$ cat src/rtl/a4092_pkg.sv
// rtl/a4092_pkg.sv - shared types and constants for the interrupt-vector write port
//
// Holds the write-port FSM state encoding, the default register address match
// value, the spurious-interrupt vector loaded at reset and the default
// WAIT_DS abort limit.

package a4092_pkg;

  typedef enum logic [1:0] {
    ST_IDLE    = 2'd0,
    ST_WAIT_DS = 2'd1,
    ST_LATCH   = 2'd2,
    ST_ACK     = 2'd3
  } state_t;

  // ADDR[23:17] match value; 7'h44 places the register at 0x880000.
  localparam logic [6:0] INTREG_ADDR_DEF = 7'h44;

  // Vector presented before the driver has programmed one.
  localparam logic [7:0] SPURIOUS_VEC = 8'h0F;

  // CLK cycles allowed in WAIT_DS before the cycle is abandoned (2..31).
  localparam int TIMEOUT_CYC_DEF = 16;

endpackage

$ cat src/rtl/sync2.sv
// rtl/sync2.sv - two-flop synchronizer with selectable reset value
//
// Ports:
//   CLK      in  system clock
//   RESET_n  in  asynchronous active-low reset; both flops load RST_VAL
//   i_d      in  asynchronous input
//   o_q      out synchronized copy of i_d, two CLK edges of latency

module sync2 #(
  parameter logic RST_VAL = 1'b1
) (
  input  logic CLK,
  input  logic RESET_n,
  input  logic i_d,
  output logic o_q
);

  logic r_meta;
  logic r_q;

  always_ff @(posedge CLK or negedge RESET_n) begin
    if (!RESET_n) begin
      r_meta <= RST_VAL;
      r_q    <= RST_VAL;
    end else begin
      r_meta <= i_d;
      r_q    <= r_meta;
    end
  end

  assign o_q = r_q;

endmodule

$ cat src/rtl/intvec_write_port.sv
// rtl/intvec_write_port.sv - Zorro III interrupt-vector register write port
//
// Captures the byte-lane-0 write data of a Zorro III cycle addressed to
// INTREG_ADDR and holds it as the board's interrupt vector.
// Optional feature macro: INTVEC_READBACK_EN (adds read access and rd_dout).
//
// Ports:
//   CLK, RESET_n       clock; asynchronous active-low reset
//   FCS_n, DS0_n       asynchronous bus strobes (synchronized internally)
//   READ, LOCK         bus direction (1 = read) and Zorro LOCK
//   configured         board has been autoconfigured
//   ADDR[23:17]        address bits compared against INTREG_ADDR
//   D_IN[7:0]          byte-lane-0 write data
//   int_vector[7:0]    stored vector (SPURIOUS_VEC after reset)
//   int_assigned       stored vector is nonzero
//   wr_slave_n         SLAVE_n request, low while the port owns the cycle
//   wr_dtack_n         DTACK_n request, low in ACK
//   wr_timeout         one-cycle pulse when WAIT_DS is abandoned
//   rd_dout[7:0]       (INTVEC_READBACK_EN only) int_vector while DTACK is requested

module intvec_write_port
  import a4092_pkg::*;
#(
  parameter int         TIMEOUT_CYC = TIMEOUT_CYC_DEF,
  parameter logic [6:0] INTREG_ADDR = INTREG_ADDR_DEF
) (
  input  logic         CLK,
  input  logic         RESET_n,
  input  logic         FCS_n,
  input  logic         DS0_n,
  input  logic         READ,
  input  logic         LOCK,
  input  logic         configured,
  input  logic [23:17] ADDR,
  input  logic [7:0]   D_IN,
  output logic [7:0]   int_vector,
  output logic         int_assigned,
  output logic         wr_slave_n,
  output logic         wr_dtack_n,
  output logic         wr_timeout
`ifdef INTVEC_READBACK_EN
  ,
  output logic [7:0]   rd_dout
`endif
);

  // Count value seen during the last permitted WAIT_DS cycle.
  localparam logic [4:0] TMO_LAST = 5'(TIMEOUT_CYC - 1);

  logic       w_fcs_s;
  logic       w_ds0_s;
  logic       w_fcs_fall;
  logic       w_hit;
  logic       w_latch;
  logic       w_wr_en;
  logic       w_timeout;
  state_t     w_next;

  state_t     r_state;
  logic       r_fcs_prev;
  logic [4:0] r_cnt;
  logic [7:0] r_vec;
  logic       r_asg;
  logic       r_slave_n;
  logic       r_dtack_n;
  logic       r_timeout;

  sync2 #(.RST_VAL(1'b1)) u_sync_fcs (
    .CLK     (CLK),
    .RESET_n (RESET_n),
    .i_d     (FCS_n),
    .o_q     (w_fcs_s)
  );

  sync2 #(.RST_VAL(1'b1)) u_sync_ds0 (
    .CLK     (CLK),
    .RESET_n (RESET_n),
    .i_d     (DS0_n),
    .o_q     (w_ds0_s)
  );

  assign w_fcs_fall = r_fcs_prev & ~w_fcs_s;

`ifdef INTVEC_READBACK_EN
  logic r_is_read;

  assign w_hit   = configured & ~LOCK & (ADDR == INTREG_ADDR);
  // Read cycles walk the same FSM but must not disturb the vector.
  assign w_wr_en = w_latch & ~r_is_read;
  assign rd_dout = r_dtack_n ? 8'h00 : r_vec;

  always_ff @(posedge CLK or negedge RESET_n) begin
    if (!RESET_n) begin
      r_is_read <= 1'b0;
    end else if (r_state == ST_IDLE && w_next == ST_WAIT_DS) begin
      r_is_read <= READ;
    end
  end
`else
  assign w_hit   = configured & ~LOCK & (ADDR == INTREG_ADDR) & ~READ;
  assign w_wr_en = w_latch;
`endif

  always_comb begin
    w_next    = r_state;
    w_latch   = 1'b0;
    w_timeout = 1'b0;
    case (r_state)
      ST_IDLE: begin
        if (w_fcs_fall && w_hit) w_next = ST_WAIT_DS;
      end
      ST_WAIT_DS: begin
        // Losing FCS outranks a late data strobe.
        if (w_fcs_s) begin
          w_next = ST_IDLE;
        end else if (!w_ds0_s) begin
          w_next = ST_LATCH;
        end else if (r_cnt == TMO_LAST) begin
          w_next    = ST_IDLE;
          w_timeout = 1'b1;
        end
      end
      ST_LATCH: begin
        // The vector is only taken if FCS is still held through LATCH.
        if (w_fcs_s) begin
          w_next = ST_IDLE;
        end else begin
          w_latch = 1'b1;
          w_next  = ST_ACK;
        end
      end
      ST_ACK: begin
        if (w_fcs_s) begin
          w_next = ST_IDLE;
        end else if (w_ds0_s) begin
          w_next = ST_WAIT_DS;
        end
      end
      default: w_next = ST_IDLE;
    endcase
  end

  // Bus-facing outputs are decoded from the next state so they change on
  // the same edge as the state register.
  always_ff @(posedge CLK or negedge RESET_n) begin
    if (!RESET_n) begin
      r_state    <= ST_IDLE;
      r_fcs_prev <= 1'b1;
      r_cnt      <= '0;
      r_vec      <= SPURIOUS_VEC;
      r_asg      <= 1'b0;
      r_slave_n  <= 1'b1;
      r_dtack_n  <= 1'b1;
      r_timeout  <= 1'b0;
    end else begin
      r_state    <= w_next;
      r_fcs_prev <= w_fcs_s;
      r_slave_n  <= (w_next == ST_IDLE);
      r_dtack_n  <= (w_next != ST_ACK);
      r_timeout  <= w_timeout;
      if (r_state != ST_WAIT_DS) begin
        r_cnt <= '0;
      end else if (r_cnt != 5'h1F) begin
        r_cnt <= r_cnt + 5'd1;
      end
      if (w_wr_en) begin
        r_vec <= D_IN;
        r_asg <= (D_IN != 8'h00);
      end
    end
  end

  assign int_vector   = r_vec;
  assign int_assigned = r_asg;
  assign wr_slave_n   = r_slave_n;
  assign wr_dtack_n   = r_dtack_n;
  assign wr_timeout   = r_timeout;

endmodule

$ cat config.mk
export PLATFORM = sky130hd
export DESIGN_NAME = intvec_write_port
export DESIGN_NICKNAME = d
export VERILOG_FILES = /design/src/rtl/a4092_pkg.sv /design/src/rtl/sync2.sv /design/src/rtl/intvec_write_port.sv
export SDC_FILE = /design/constraint.sdc
export NUM_CORES = 1
export LEC_CHECK = 0
export BUFFER_PORTS_ARGS = -buffer_cell sky130_fd_sc_hd__buf_2
export CAP_MARGIN = 20
export CORE_MARGIN = 5
export CORE_UTILIZATION = 48
export CTS_CLUSTER_SIZE = 24
export DETAILED_ROUTE_END_ITERATION = 8
export GPL_ROUTABILITY_DRIVEN = 1
export MAX_ROUTING_LAYER = met4
export PLACE_DENSITY = 0.77
export SLEW_MARGIN = 20
export SYNTH_ARGS = -nofsm -noshare
export SYNTH_HDL_FRONTEND = slang
export SYNTH_SLANG_ARGS = --single-unit
$ cat constraint.sdc
create_clock -name CLK -period 1.7 [get_ports CLK]
set_input_delay 0.51 -clock CLK [delete_from_list [all_inputs] [get_ports CLK]]
set_output_delay 0.51 -clock CLK [all_outputs]
set_load 0.02 [all_outputs]
* Word level (Yosys, flattened, before mapping)
Cells that the tools add are included.
** Word-level totals
- Input port bits :: 22
- Output and inout port bits :: 12
- Bits in read-only memories :: 0
- Memories :: 0
- Word-level logic and storage cells :: 49
- Bits in latches :: 0
- Register bits :: 24
- Bits in writable memories :: 0
** Cells by class
- Bitwise gates (word level) :: 7
- Add/subtract/negate cells :: 1
- Reduce and logical (&&, ||, !) cells :: 5
- $mul :: 0
- Mux-type cells :: 16
- Shift operators :: 0
- Eq/ne operators :: 8
- $lt $le $gt $ge :: 0
- Divide/modulo/power cells :: 0
** Operators by type and width (count)
- two-way mux 2 bit :: 7
- two-way mux 5 bit :: 2
- case mux 2 bit (4 select lines) :: 1
- nonzero test 8 bit :: 1
- == test 7 bit, second input constant :: 1
- two-way mux 1 bit :: 6
- adder 5 x 1 -> 5 bit, second input constant :: 1
- == test 5 x 4 -> 1 bit, second input constant :: 1
- inequality test 5 bit, second input constant :: 1
- bitwise AND 1 bit :: 4
- == test 2 bit, second input constant :: 2
- zero test 2 bit :: 2
- NOT 1 bit :: 3
- == test 2 x 1 -> 1 bit, second input constant :: 1
- inequality test 2 x 1 -> 1 bit, second input constant :: 1
- inequality test 2 bit, second input constant :: 1
- nonzero test 2 bit :: 1
- logical AND 1 bit :: 1

* Depth between registers and ports, before layout
Gate-level depths: netlist (run 1).
- Word-level depth :: 8
- Mapped depth :: 6
- Mapped depth without buffers :: 6

* Hierarchy
A second synthesis (run 1) with hierarchy kept.
** Unflattened totals
- Cells, all modules :: 72
- Area total of the unflattened synthesis :: 1002.2 µm²
** By module, submodules not included
- intvec_write_port :: cells an instance 68, seq. area each 509.2 µm², instances 1, area an instance 897.1 µm²
- sync2 :: cells an instance 2, seq. area each 52.6 µm², instances 2, area an instance 52.6 µm²

* Worst setup path after synthesis (run 1)
OpenSTA, ideal clock, no wires.
- Kind :: register -> register
- Start point :: reg r_cnt[0]
- End point :: reg r_cnt[3]
- Arrival time :: 1.368 ns
- Path buffers :: 0
- Setup slack :: 0.208 ns
- Required time :: 1.576 ns
- Stages on the path, launching flop included :: 7
- Setup time :: 0.124 ns
- Clock period less this slack :: 1.492 ns
- Cell sequence :: dfrtp_1 -> ha_1 -> and3_1 -> ha_1 -> nand4b_1 -> xor2_1 -> nor2_1
** Between the ends
- Cells in the longest elaborated chain, start to end :: 3
- Elaborated cells on any way between the ends :: 5
- Classes of those cells :: 1 x add/sub; 1 x eq/ne; 2 x mux; 1 x reduce/logical
** RTL lines
- from (decl) :: line intvec_write_port.sv:61 : logic [4:0] r_cnt;
- from (signal assigned) :: line intvec_write_port.sv:164 : r_cnt <= r_cnt + 5'd1;
- adder 5 x 1 -> 5 bit :: line intvec_write_port.sv:164
- two-way mux 5 bit :: line intvec_write_port.sv:163 : end else if (r_cnt != 5'h1F) begin
- two-way mux 5 bit :: line intvec_write_port.sv:161 : if (r_state != ST_WAIT_DS) begin
Parallel ways exist; a longest one is shown, timed or not. The select of a mux whose other input is x is not followed.
A chain may end at the register's enable or synchronous reset.

* Worst setup path after layout (run 1)
Same ends and word-level chain as after synthesis.

==> results of run 1 <==
logic make-up (layout without fill, tap and decap cells):
family / after synthesis / count (layout) / share of synthesized area, %
AO/OA/AOI/OAI: 8 / 8 / 4.74
multiplexers: 9 / 9 / 13.0
adder cells (fa/ha/maj): 3 / 3 / 3.75
XOR/XNOR: 3 / 3 / 2.62
AND/OR/NAND/NOR: 22 / 22 / 12.7
flip-flops: 24 / 24 / 61.3
buffers and inverters: 3 / 40 / 1.87
worst max path at each step:
stage,slack (ns),startpoint,end,cells past startpoint
floorplan,0.21,r_cnt[0]$_DFFE_PN0P_,r_cnt[3]$_DFFE_PN0P_,6
global placement,0.17,r_cnt[0]$_DFFE_PN0P_,r_cnt[3]$_DFFE_PN0P_,6
finish,0.12,r_cnt[0]$_DFFE_PN0P_,r_cnt[3]$_DFFE_PN0P_,6
CTS,0.10,r_cnt[0]$_DFFE_PN0P_,r_cnt[3]$_DFFE_PN0P_,6
global route,0.004,r_cnt[0]$_DFFE_PN0P_,r_cnt[3]$_DFFE_PN0P_,6
detailed placement,0.12,r_cnt[0]$_DFFE_PN0P_,r_cnt[3]$_DFFE_PN0P_,6
where the power goes:
group / internal, W / switching [W] / total, W
Clock: 0.0000911 / 0.000145 / 0.000236
Combinational: 0.000146 / 0.000148 / 0.000293
Sequential: 0.000671 / 0.0000429 / 0.000714
Total: 0.000908 / 0.000335 / 0.00124
placed cells by master (no fill, tap or decap), drive strengths merged:
cell type,n
mux2,8
nand2b,1
nand4,1
nand2,2
ha,3
dfrtp,13
clkbuf,4
nor4bb,1
xnor2,1
nor3,1
mux2i,1
a21oi,3
nor3b,2
buf,34
nor2b,1
nor2,8
nor4,2
xor2,2
dfstp,11
inv,2
nand4b,1
a31oi,2
o21ai,1
o21a,2
and3,1
nor4b,1
through the flow:
stage | area (um2) | setup WS [ns] | std cells | hold slack [ns]
after floorplan | 1000 | 0.208 | 72 | 0.214
after global placement | 1200 | 0.171 | 132 | 0.346
after detailed placement | 1200 | 0.121 | 132 | 0.347
after CTS | 1220 | 0.101 | 136 | 0.173
after global routing | 1220 | 0.00385 | 136 | 0.195
final | 1220 | 0.118 | 136 | 0.161
critical path: stages (launching register included):
cell	delay, ns
dfrtp_1	0.42
ha_1	0.21
and3_1	0.18
ha_1	0.26
nand4b_1	0.21
xor2_1	0.14
nor2_1	0.05
registers in the layout, summed over array words and instances, names as in the netlist:
signal             count
int_vector             8
r_cnt                  5
r_state                2
int_assigned           1
r_fcs_prev             1
u_sync_ds0.o_q         1
u_sync_ds0.r_meta      1
u_sync_fcs.o_q         1
u_sync_fcs.r_meta      1
wr_dtack_n             1
wr_slave_n             1
wr_timeout             1
per-layer routing:
| metal | vias to the layer above | share of wire [%] | global-route usage [%] |
|---|---|---|---|
| met3 | 2 | 11 | 5.57 |
| met4 | 0 | 0.88 | 4.51 |
| met5 | - | 0 | - |
| li1 | 329 | - | - |
| met1 | 319 | 44 | 14.0 |
| met2 | 32 | 44 | 19.8 |
final cells by class:
class	count	area (um2)	share of cell area (%)
sequential	24	614	50.2
multi-input combinational	45	369	30.2
timing repair buffer	34	173	14.1
tap	27	33.8	2.76
clock buffer	4	26.3	2.15
inverter	2	7.51	0.613
==> impl_metrics.toml, run 1 <==
[placed_design]
dp_hpwl_um = 1350
port_buffers = 33
gp_congestion = 0.737

[cells_and_area]
nNetsFinal = 135
area_growth_pct = 22.1
fillers = 161
layout-drive-gt1-share_pct = 52.3
final_util_pct = 61.7
diodes = 0

[clock_network]
clock_latency_ns = 0.29
cts-root-buf = "clkbuf_4"
cts.sinks = 24
cts_buffers = 3
cts_hold_buf = 0
htree_levels = 1
cts_resized = 0
postCtsSetupBuffers = 0
cts_tree = "yes"
clock_path_buffers = 2
clkSlewWorstSetupHoldPaths_ns = 0.12

[yosys]
synthCells = 72
seq_area_frac_synth_pct = 61.3
synthArstFlopShare_pct = 100
syn_nets = 97
synth_commonest_cells = "13 x dfrtp_1, 11 x dfstp_2, 8 x mux2_4, 8 x nor2_1"
ys_seq_elements = 24
synth.top_cell.area_share_pct = 32.5
synth.distinct_cells = 26
yosysMostFrequentCell = "dfrtp_1"
ys.flop_type = "dfrtp_1"
synth_top_area_cell = "dfrtp_1"
syn_area_mm2 = 0.00100
synth_area_per_cell_um2 = 13.9
yosys-top-cells-area = "dfrtp_1 32%, dfstp_2 29%, mux2_4 12%, ha_1 3.7%, nor2_1 3.0%"
synth-edff-count = 0
ys_warn_count = 0

[sta]
tns_ns = 0
drv_slew = 0
relSlewSlack_pct = 66.7
worst_slew_pin_slew_ns = 0.499
max_freq_ghz = 0.632
fin_crit_sh_pct = 93.0
setup_viol = 0
rsz0062_at_grt = "no"
hold_viol = 0
clock_skew_ns = 0.00810
period_needed_ns = 1.58

[pwr]
p_total_w = 0.00124
powerDensity_mw_per_mm2 = 1020
max-vdd-ir-drop_mv = 0.753
p_leak_nw = 0.577

[floorplanning]
initial_utilization_pct = 50.6
io-pin-count = 34
rows = 16
fp.dieH_um = 55.7
die_w_um = 55.7
coreArea_mm2 = 0.00198
dieArea_mm2 = 0.00310

[critical_path]
crit_required_ns = 1.88
crit_type = "flip-flop to flip-flop"
r2r-start = "r_cnt[0]$_DFFE_PN0P_"
r2r-end = "r_cnt[3]$_DFFE_PN0P_"
rrSetupSlack_ns = 0.12
crit_path_end_kind = "flip-flop"
cp_max_fo = 6
r2r.worst_path.cells = 6
arrival_ns = 1.76
crit_path_start_kind = "flip-flop"

[global_route]
grt_usage_pct = 12.5
grt_pass1_wl_um = 3000
grt_antenna_before_repair = 0
grt_pass1_vias = 717
grt_max_degree = 25
grt_remaining_overflow = 0

[route]
num_vias = 682
vias_per_cell = 5.01
postRouteAntennaNets = 0
drt-pass1-iter-count = 2
drtIter0Drc = 1
drcViolationCount = 0
drt-total-wl_um = 1700
wl_per_cell_um = 12.5

[job]
max_cap_violations = 0

[worst_hold_path]
holdCritPathClass = "input port to asynchronous set/reset pin"

[outcome]
outcome = "finished, final reports clean"
(Power assumes the default switching activity.)
==> run 2: changes to the inputs <==
==> constraint.sdc (replaced) <==
create_clock -name CLK -period 1.7 [get_ports CLK]
set_input_delay 0.17 -clock CLK [delete_from_list [all_inputs] [get_ports CLK]]
set_output_delay 0.17 -clock CLK [all_outputs]
set_load 0.02 [all_outputs]
==> impl_metrics.toml, run 2 (synthesis gave the netlist of run 1 again) <==
[critical_path]
cpPeakStageDelay_ns = 0.42
cpLargestDelayFamily = "adder cells"
path_cells = "ha_1, and3_1, ha_1, nand4b_1, xor2_1, nor2_1"
arrival_ns = 1.76
cpMaxStageDelayCell = "dfrtp_1"
cp_max_fo = 6
critical_path_buf_inv_count = 0
crit_required_ns = 1.88
crit_path_end_kind = "flip-flop"
cp_common_cell = "ha_1"
rrSetupSlack_ns = 0.12
crit_type = "flip-flop to flip-flop"
crit_path_start_kind = "flip-flop"

[sta]
period_needed_ns = 1.58
worst_slew_pin_slew_ns = 0.494
relSlewSlack_pct = 67.1
drv_slew = 0
tns_ns = 0
hold_viol = 0
timing.hold.ws_ns = 0.108
fin_crit_sh_pct = 93.0
rsz0062_at_grt = "no"
clock_skew_ns = 0.00914
max_freq_ghz = 0.632
setup_viol = 0

[cells_and_area]
mostFrequentLayoutCell = "buf_2"
fillers = 158
final_cell_mix = "33 x buf_2, 13 x dfrtp_1, 11 x dfstp_2"
layout-drive-gt1-share_pct = 50.9
diodes = 0
area_growth_pct = 25.1
nNetsFinal = 138
largest_register_ffs = 8
final_util_pct = 63.3

[pwr]
p_total_w = 0.00125
max-vdd-ir-drop_mv = 0.763
p_leak_nw = 0.589
powerDensity_mw_per_mm2 = 996

[global_route]
grt_pass1_vias = 711
grt_usage_pct = 12.4
grt_remaining_overflow = 0
grt_pass1_wl_um = 2990
grt_max_degree = 25
grt_antenna_before_repair = 0

[clock_network]
clkSlewWorstSetupHoldPaths_ns = 0.12
postCtsSetupBuffers = 0
cts_tree = "yes"
htree_levels = 1
cts-root-buf = "clkbuf_4"
clock_latency_ns = 0.30
cts.sinks = 24
cts_buffers = 3
cts_resized = 0
clock_path_buffers = 2

[placed_design]
gp_congestion = 0.737
port_buffers = 33
dp_hpwl_um = 1350

[route]
postRouteAntennaNets = 0
wl_per_cell_um = 12.3
num_vias = 699
drtIter0Drc = 1
vias_per_cell = 5.03
drcViolationCount = 0
drt-pass1-iter-count = 2
drt-total-wl_um = 1710

[floorplanning]
io-pin-count = 34
coreArea_mm2 = 0.00198
die_w_um = 55.7
rows = 16
fp.dieH_um = 55.7
initial_utilization_pct = 50.6
dieArea_mm2 = 0.00310

[job]
max_cap_violations = 0

[worst_hold_path]
holdCritPathClass = "input port to flip-flop"

[outcome]
outcome = "finished, final reports clean"
-- run 2: cell types whose count changed in the layout (fill, tap and decap cells not counted) --
cell / before / now
dlygate4sd3_1: 0 / 3
-- run 2: final cells by class --
| class | instances | area [um2] | share of cell area, % |
|---|---|---|---|
| flip-flops and latches | 24 | 614 | 49.0 |
| multi-input cells | 45 | 369 | 29.4 |
| repair buffers | 37 | 203 | 16.2 |
| well taps | 27 | 33.8 | 2.69 |
| clock buffers | 4 | 26.3 | 2.10 |
| inverters | 2 | 7.51 | 0.599 |
-- run 2: timing repair --
action,CTS,global route
endpoints found under the setup margin,0,0
hold endpoints to repair,15,0
hold buffers,3,0
-- run 2: final timing paths --
kind	from	to	depth (start not counted)
max	r_cnt[0]$_DFFE_PN0P_	r_cnt[3]$_DFFE_PN0P_	6
min	D_IN[6]	int_vector[6]$_DFFE_PN0P_	2
max reg2reg	r_cnt[0]$_DFFE_PN0P_	r_cnt[3]$_DFFE_PN0P_	6
min reg2reg	u_sync_fcs.r_meta$_DFF_PN1_	u_sync_fcs.o_q$_DFF_PN1_	0
max in group asynchronous	RESET_n	int_vector[1]$_DFFE_PN1P_	2
min in group asynchronous	RESET_n	r_state[0]$_DFF_PN0_	2
-- run 2: per-stage QoR --
stage	cells	setup slack (ns)	instance area, um2
final	139	0.118	1250
after global routing	139	0.00385	1250
after CTS	139	0.101	1250
after detailed placement	132	0.121	1200
after global placement	132	0.171	1200
after floorplan	72	0.208	1000
-- run 2: power breakdown --
part | leakage, nW | internal, W | total, W | switching [W]
Clock | 0.0150 | 0.0000911 | 0.000237 | 0.000146
Sequential | 0.285 | 0.000671 | 0.000714 | 0.0000429
Combinational | 0.289 | 0.000150 | 0.000298 | 0.000148
Total | 0.589 | 0.000912 | 0.00125 | 0.000337
-- run 2: routing by layer --
metal  share of wire (%)  track usage [%]  vias to the layer above  wire length [um]
met5                   0                -                        -                 0
met4                0.88             4.17                        0                15
met3                  11             4.87                        2               182
met2                  45             19.9                       30               773
met1                  43             14.1                      332               742
li1                    -                -                      335                 -
